`src/rtl/ring_counter_pkg.sv`:
```
// ---------------------------------------------------------------------------
// ring_counter_pkg
// Shared constants and helpers for the parametrised ring/Johnson counter.
//   MODE_RING / MODE_JOHNSON : encodings of the mode input
//   DIR_LEFT  / DIR_RIGHT    : encodings of the dir input
//   base_of(mode, w)         : home pattern for a mode, LSB-aligned. Callers
//                              size-cast the result to their own width.
// ---------------------------------------------------------------------------
package ring_counter_pkg;

    localparam logic MODE_RING    = 1'b0;
    localparam logic MODE_JOHNSON = 1'b1;
    localparam logic DIR_LEFT     = 1'b0;
    localparam logic DIR_RIGHT    = 1'b1;

    localparam int BASE_MAX_W = 64;

    // Ring home is one-hot at bit 0, Johnson home is all zeros. Only bit 0
    // can ever be set, so the fixed return width is no limit on w: a wider
    // counter zero-extends the result.
    function automatic logic [BASE_MAX_W-1:0] base_of(input logic mode, input int w);
        logic [BASE_MAX_W-1:0] b;
        b = '0;
        if (mode == MODE_RING && w >= 1) begin
            b[0] = 1'b1;
        end
        return b;
    endfunction

endpackage

```
`src/rtl/ring_state_check.sv`:
```
// ---------------------------------------------------------------------------
// ring_state_check
// Combinational legality check of a counter state for the selected mode.
//   q_i     [W-1:0] in  : counter state
//   mode_i          in  : 0 = ring, 1 = Johnson
//   legal_o         out : 1 when q_i is a reachable state of that mode
// Ring legal    : exactly one bit set.
// Johnson legal : at most one adjacent-bit transition, i.e. a single run of
//                 ones anchored at either end (all-0 and all-1 included).
// ---------------------------------------------------------------------------
module ring_state_check
    import ring_counter_pkg::*;
#(
    parameter int W = 4
) (
    input  logic [W-1:0] q_i,
    input  logic         mode_i,
    output logic         legal_o
);

    // edge_w[i] marks a transition between neighbouring bits i and i+1.
    logic [W-2:0] edge_w;

    genvar gi;
    generate
        for (gi = 0; gi < W - 1; gi++) begin : g_edge
            assign edge_w[gi] = q_i[gi] ^ q_i[gi+1];
        end
    endgenerate

    always_comb begin
        legal_o = 1'b0;
        if (mode_i == MODE_RING) begin
            legal_o = ($countones(q_i) == 1);
        end else begin
            legal_o = ($countones(edge_w) <= 1);
        end
    end

endmodule

```
`src/rtl/ring_counter_param.sv`:
```
// ---------------------------------------------------------------------------
// ring_counter_param
// W-bit shift-register counter, one-hot ring or Johnson, either direction,
// with count enable, parallel load, illegal-state self-correction and a
// one-cycle wrap pulse.
//   c_i            in  : clock, rising edge
//   r_i            in  : synchronous reset, active low (q <= home pattern)
//   en_i           in  : advance one step per cycle
//   mode_i         in  : 0 = ring, 1 = Johnson
//   dir_i          in  : 0 = shift toward MSB, 1 = shift toward LSB
//   ld_i           in  : parallel load strobe (beats en_i)
//   d_i    [W-1:0] in  : parallel load value, taken verbatim
//   q_o    [W-1:0] out : counter state, registered
//   wrap_o         out : registered, high in the cycle a count step lands on home
//   err_o          out : combinational, high while q_o is illegal for mode_i
// ---------------------------------------------------------------------------
module ring_counter_param
    import ring_counter_pkg::*;
#(
    parameter int W = 4
) (
    input  logic         c_i,
    input  logic         r_i,
    input  logic         en_i,
    input  logic         mode_i,
    input  logic         dir_i,
    input  logic         ld_i,
    input  logic [W-1:0] d_i,
    output logic [W-1:0] q_o,
    output logic         wrap_o,
    output logic         err_o
);

    logic [W-1:0] q_q, q_d;
    logic         wrap_q, wrap_d;
    logic [W-1:0] base;
    logic [W-1:0] shifted;
    logic         fb;
    logic         legal;

    assign base = W'(base_of(mode_i, W));

    ring_state_check #(.W(W)) u_check (
        .q_i     (q_q),
        .mode_i  (mode_i),
        .legal_o (legal)
    );

    // The bit shifted in is the bit shifted out, inverted in Johnson mode.
    always_comb begin
        fb      = 1'b0;
        shifted = q_q;
        if (dir_i == DIR_LEFT) begin
            fb      = q_q[W-1] ^ (mode_i == MODE_JOHNSON);
            shifted = {q_q[W-2:0], fb};
        end else begin
            fb      = q_q[0] ^ (mode_i == MODE_JOHNSON);
            shifted = {fb, q_q[W-1:1]};
        end
    end

    // Load beats count; a count step from an illegal state snaps to home
    // instead of shifting, and never raises wrap.
    always_comb begin
        q_d    = q_q;
        wrap_d = 1'b0;
        if (ld_i) begin
            q_d = d_i;
        end else if (en_i) begin
            if (!legal) begin
                q_d = base;
            end else begin
                q_d    = shifted;
                wrap_d = (shifted == base);
            end
        end
    end

    always_ff @(posedge c_i) begin
        if (!r_i) begin
            q_q    <= base;
            wrap_q <= 1'b0;
        end else begin
            q_q    <= q_d;
            wrap_q <= wrap_d;
        end
    end

    assign q_o    = q_q;
    assign wrap_o = wrap_q;
    assign err_o  = ~legal;

endmodule
```
`config.mk`:
```
export PLATFORM = sky130hd
export DESIGN_NAME = ring_counter_param
export DESIGN_NICKNAME = d
export VERILOG_FILES = /design/src/rtl/ring_counter_pkg.sv /design/src/rtl/ring_state_check.sv /design/src/rtl/ring_counter_param.sv
export SDC_FILE = /design/constraint.sdc
export NUM_CORES = 1
export LEC_CHECK = 0
export CAP_MARGIN = 20
export CORE_AREA = 3 3 40 42
export DETAILED_ROUTE_END_ITERATION = 7
export DIE_AREA = 0 0 43 45
export PLACE_DENSITY_LB_ADDON = 0.15
export SKIP_CTS_REPAIR_TIMING = 1
export SLEW_MARGIN = 5
export SYNTH_ARGS = -nofsm -noshare
export SYNTH_HDL_FRONTEND = slang
export SYNTH_SLANG_ARGS = --single-unit
```
`constraint.sdc`:
```
create_clock -name c_i -period 4.6 [get_ports c_i]
set_input_delay 0.46 -clock c_i [delete_from_list [all_inputs] [get_ports c_i]]
set_output_delay 0.46 -clock c_i [all_outputs]
set_load 0.1 [all_outputs]
```
==> results of run 1 <==
[cells by family (layout without fill, tap and decap cells)]
family | after synthesis | count (layout) | share of synthesized area
simple gates | 21 | 21 | 0.265
compound gates | 14 | 14 | 0.174
buf+inv | 10 | 27 | 0.0814
fa+ha+maj | 8 | 8 | 0.208
flops | 5 | 5 | 0.199
xor+xnor | 2 | 2 | 0.0317
mux | 2 | 2 | 0.0407
[critical path: stages (launching register included)]
cell	delay, ns
edfxtp_1	0.49
ha_1	0.38
ha_1	0.19
inv_1	0.06
fa_1	0.43
and4b_1	0.21
nor2_1	0.17
buf_4	0.32
[metrics by stage]
stage          hold slack (ns)   util
2_1_floorplan            0.611      -
4_1_cts                  0.697  0.569
3_3_place_gp             0.690  0.548
3_5_place_dp             0.679  0.548
5_1_grt                  0.727  0.569
6_report                 0.685  0.569
[state kept, by name, indices dropped and copies added, names as in the netlist]
name / flops
wrap_o: 1
q_o: 4
[worst max path at each step]
| stage | start | end | slack [ns] |
|---|---|---|---|
| final | q_o[0]$_DFFE_PP_ | err_o | 1.64 |
| after global routing | q_o[0]$_DFFE_PP_ | err_o | 1.46 |
| after CTS | q_o[0]$_DFFE_PP_ | err_o | 1.64 |
| after detailed placement | q_o[0]$_DFFE_PP_ | err_o | 1.91 |
| after global placement | q_o[1]$_SDFFE_PN0P_ | err_o | 1.97 |
| after floorplan | q_o[1]$_SDFFE_PN0P_ | err_o | 0.51 |
[area by class of cell]
class,count,area (um^2),share of cell area
clock buffers,4,26.3,0.0360
flip-flops and latches,5,110,0.151
well taps,15,18.8,0.0257
inverters,8,30.0,0.0411
repair buffers,15,148,0.202
multi-input cells,47,398,0.545
[metal layers]
layer,GRT usage,vias to the layer above,share of wire
met1,0.204,232,0.51
met5,0,-,0
met2,0.219,17,0.43
li1,-,258,-
met3,0.0478,0,0.057
met4,0.0723,0,0
[power by group through the flow]
stage          logic, mW  clock network (mW)  registers (mW)
2_1_floorplan     0.0609                   0          0.0798
3_3_place_gp       0.112                   0          0.0564
3_5_place_dp       0.112                   0          0.0568
4_1_cts            0.113              0.0525          0.0560
5_1_grt            0.123              0.0564          0.0570
6_report           0.113              0.0504          0.0561
[placed cells by master, fill, tap and decap left out, drive strengths merged, types with 2 or more instances in the layout]
master         instances
a21oi                  3
inv                    8
mux2                   2
nand2b                 2
ha                     6
clkdlybuf4s50         14
nand2                  2
a31oi                  2
and4b                  2
nor3b                  4
nor2b                  3
o22ai                  3
clkbuf                 4
dfxtp                  4
fa                     2
o21ai                  2
==> out/qor.yml, run 1 <==
die_area_um2: 1940
cts_sinks: 5
postRouteAntennaNets: 0
rsz0062_at_grt: "false"
maxSlewHeadroom: 0.355
p_sw_frac: 0.450
timing.fmax_mhz: 338
start_util: 0.430
routed-via-count: 507
num_antenna_cells: 0
numCtsBuffers: 3
die_w_um: 43
r2r-start: "q_o[0]$_DFFE_PP_"
p_seq_frac: 0.256
clock_skew_ns: 0.00302
clock_path_buffers: 2
hold_viol_final: 0
ys_types: 31
synth_area_per_cell_um2: 8.92
rows: 13
synth_top_flop_cell: "dfxtp_1"
place_ws_ns: 1.91
drive_gt1_frac: 0.101
cts_tree: "done"
fillers: 133
insertion_delay_ns: 0.24
hold_path_startpoint: "q_o[1]$_SDFFE_PN0P_"
yosys.area.top_type: "dfxtp_1"
power_switching_mw: 0.0988
postSynthCellCount: 62
critical_path_class: "reg -> out"
power_frac_clock: 0.230
internal_power_mw: 0.121
cp-end-kind: "output port"
yosysMostFrequentCell: "inv_1"
startpoint_type: "flop"
fin_crit_sh: 0.643
post-route-drc-count: 0
outcome: "completed"
htreeDepth: 1
grt_pass1_wl_um: 2170
synth_edf_count: 1
max_slew.worst_pin.slew_ns: 0.964
worst_ep_arrival_time_ns: 2.50
grt-ovfl-total: 0
tns_ns: 0
gp_congestion: 0.768
grt_pass1_vias: 501
routed_wl_um: 1220
min_to: "wrap_o$_SDFF_PP0_"
coreArea_um2: 1280
ioPinCount: 16
r2r_slack_ns: 2.16
drv_slew: 0
synth_seq_area_share: 0.199
cts_root_buf: "clkbuf_4"
holdCritPathClass: "reg -> reg"
period_needed_ns: 2.96
yosysWarningCount: 0
worstPathMaxFanout: 7
grtUsageTotal: 0.151
ir_worst_vdd_uv: 143
timing.final.ws_setup_ns: 1.64
wire_per_inst_um: 12.9
final-setup-viol-count: 0
syn2layout_area_growth_pct: 32.1
dpl_cell_area_um2: 704
dr.pass1.iters: 3
via_per_inst: 5.39
synth_area_um2: 553
async_flop_share: 0
p_leak_nw: 0.291
finalPower_mw: 0.220
maxCapViolCount: 0
clk_pin_slew_ns: 0.04
dp.cells: 90
yosysTopAreaCellShare: 0.145
fin_area_um2: 731
port_buffers: 15
drtIter0Drc: 4
crit_required_ns: 4.14
synth_area_leaders: "dfxtp_1, ha_1, fa_1"
power.density_nw_per_um2: 300
timing.rr.end: "q_o[3]$_SDFFE_PN0P_"
comb_power_share: 0.515
synth_nets: 80
chipHeight_um: 45
holdPathStages: 1
antenna_found_initial: 0
synth_seq_cells: 5
fin_nets: 98
finalNonFillerCells: 94
ff2ff_path_depth: 7
hpwl_um: 926
synth_common_cells: "inv_1, ha_1, dfxtp_1, nor3b_1"
grt_start_max_net_pins: 11
Note: power is estimated with default switching activity, not from simulation.
==> inputs of run 2 (changes only) <==
--- a/config.mk
+++ b/config.mk
@@ -6,9 +6,9 @@
 export NUM_CORES = 1
 export LEC_CHECK = 0
 export CAP_MARGIN = 20
-export CORE_AREA = 3 3 40 42
+export CORE_AREA = 3 3 41 43
 export DETAILED_ROUTE_END_ITERATION = 7
-export DIE_AREA = 0 0 43 45
+export DIE_AREA = 0 0 44 46
 export PLACE_DENSITY_LB_ADDON = 0.15
 export SKIP_CTS_REPAIR_TIMING = 1
 export SLEW_MARGIN = 5
==> constraint.sdc (replaced) <==
create_clock -name c_i -period 2.4 [get_ports c_i]
set_input_delay 0.24 -clock c_i [delete_from_list [all_inputs] [get_ports c_i]]
set_output_delay 0.24 -clock c_i [all_outputs]
set_load 0.1 [all_outputs]
==> out/qor.yml, run 2 (synthesized netlist as in run 1, its figures left out) <==
crit_required_ns: 2.16
cts_root_buf: "clkbuf_4"
start_util: 0.415
worst_ep_arrival_time_ns: 2.16
grt_pass1_wl_um: 2450
layout_common_cells: "clkdlybuf4s50_1, buf_4, inv_1"
largest_reg_flops: 4
hpwl_um: 1030
p_seq_frac: 0.222
via_per_inst: 5.44
finalPower_mw: 0.473
cts_sinks: 5
gp_congestion: 0.780
post-route-drc-count: 0
rows: 13
htreeDepth: 1
drtIter0Drc: 6
clk_pin_slew_ns: 0.04
die_area_um2: 2020
max_slew.worst_pin.slew_ns: 0.307
timing.fmax_mhz: 417
die_w_um: 44
whs_ns: 0.547
grt_start_max_net_pins: 11
critical_path_class: "reg -> out"
fin_area_um2: 816
ff2ff_path_depth: 8
internal_power_mw: 0.263
final-setup-viol-count: 0
power_frac_clock: 0.216
numCtsBuffers: 3
wire_per_inst_um: 13.8
p_leak_nw: 0.322
port_buffers: 15
postRouteAntennaNets: 0
final_util: 0.612
maxCapViolCount: 0
dp.cells: 94
clock_skew_ns: 0.00231
insertion_delay_ns: 0.25
cts_tree: "done"
ir_worst_vdd_uv: 288
num_antenna_cells: 0
maxSlewHeadroom: 0.795
holdPathStages: 1
finalNonFillerCells: 98
period_needed_ns: 2.40
holdCritPathClass: "reg -> reg"
fin_nets: 102
routed-via-count: 533
p_sw_frac: 0.444
grtUsageTotal: 0.177
routed_wl_um: 1350
fillers: 130
antenna_found_initial: 0
syn2layout_area_growth_pct: 47.5
comb_power_share: 0.562
drv_slew: 0
power_switching_mw: 0.210
grt_pass1_vias: 553
dpl_cell_area_um2: 771
cp-end-kind: "output port"
drive_gt1_frac: 0.313
ioPinCount: 16
worstPathMaxFanout: 3
dr.pass1.iters: 4
power.density_nw_per_um2: 579
clock_path_buffers: 2
fin_crit_sh: 0.999
rsz0062_at_grt: "true"
coreArea_um2: 1330
outcome: "completed"
startpoint_type: "flop"
chipHeight_um: 46
hold_viol_final: 0
grt-ovfl-total: 0
==> run 2: cell count changes in the layout (fill, tap and decap cells not counted), moves of 2 or more <==
| cell | change |
|---|---|
| dfxtp_1 | -3 |
| dfxtp_4 | +2 |
| ha_4 | +3 |
| ha_1 | -3 |
| clkdlybuf4s50_1 | -5 |
| buf_4 | +8 |
==> run 2: stage by stage <==
| step | setup WS [ns] | setup TNS, ns |
|---|---|---|
| floorplan | -0.534 | -2.04 |
| global placement | 0.275 | 0 |
| detailed placement | 0.234 | 0 |
| CTS | -0.0318 | -0.0318 |
| global route | -0.0819 | -0.0819 |
| finish | 0.00299 | 0 |
==> run 2: path summary, 6_finish.rpt <==
check / startpoint / end / slack [ns]
hold / removal: q_o[1]$_SDFFE_PN0P_ / wrap_o$_SDFF_PP0_ / 0.55
hold reg to reg: q_o[1]$_SDFFE_PN0P_ / wrap_o$_SDFF_PP0_ / 0.55
setup / recovery: q_o[0]$_DFFE_PP_ / err_o / 0.003
setup reg to reg: q_o[0]$_DFFE_PP_ / q_o[3]$_SDFFE_PN0P_ / 0.27
==> run 2: power by group through the flow <==
| stage | Sequential [mW] | Combinational, mW | Clock, mW |
|---|---|---|---|
| final | 0.105 | 0.266 | 0.102 |
| after global placement | 0.106 | 0.259 | 0 |
| after floorplan | 0.156 | 0.133 | 0 |
| after CTS | 0.105 | 0.264 | 0.104 |
| after global routing | 0.107 | 0.288 | 0.115 |
| after detailed placement | 0.106 | 0.262 | 0 |
==> run 2: critical path, cell delays in order (launching register included) <==
cell	delay [ns]
edfxtp_1	0.42
ha_4	0.31
ha_4	0.12
inv_2	0.03
fa_1	0.46
and4b_1	0.23
nor2_4	0.14
buf_12	0.19
==> run 2: final cells by class <==
cell class / instances / area, um^2 / share of cell area
clock buffer: 4 / 26.3 / 0.0322
inverter: 8 / 30.0 / 0.0368
multi-input combinational: 47 / 444 / 0.544
sequential: 5 / 119 / 0.146
tap: 15 / 18.8 / 0.0230
timing repair buffer: 19 / 178 / 0.218
==> run 2: layer usage <==
layer	GRT usage	share of wire	up-vias
li1	-	-	268
met1	0.205	0.45	247
met5	0	0	-
met2	0.279	0.46	14
met4	0.114	0.031	0
met3	0.0593	0.052	4
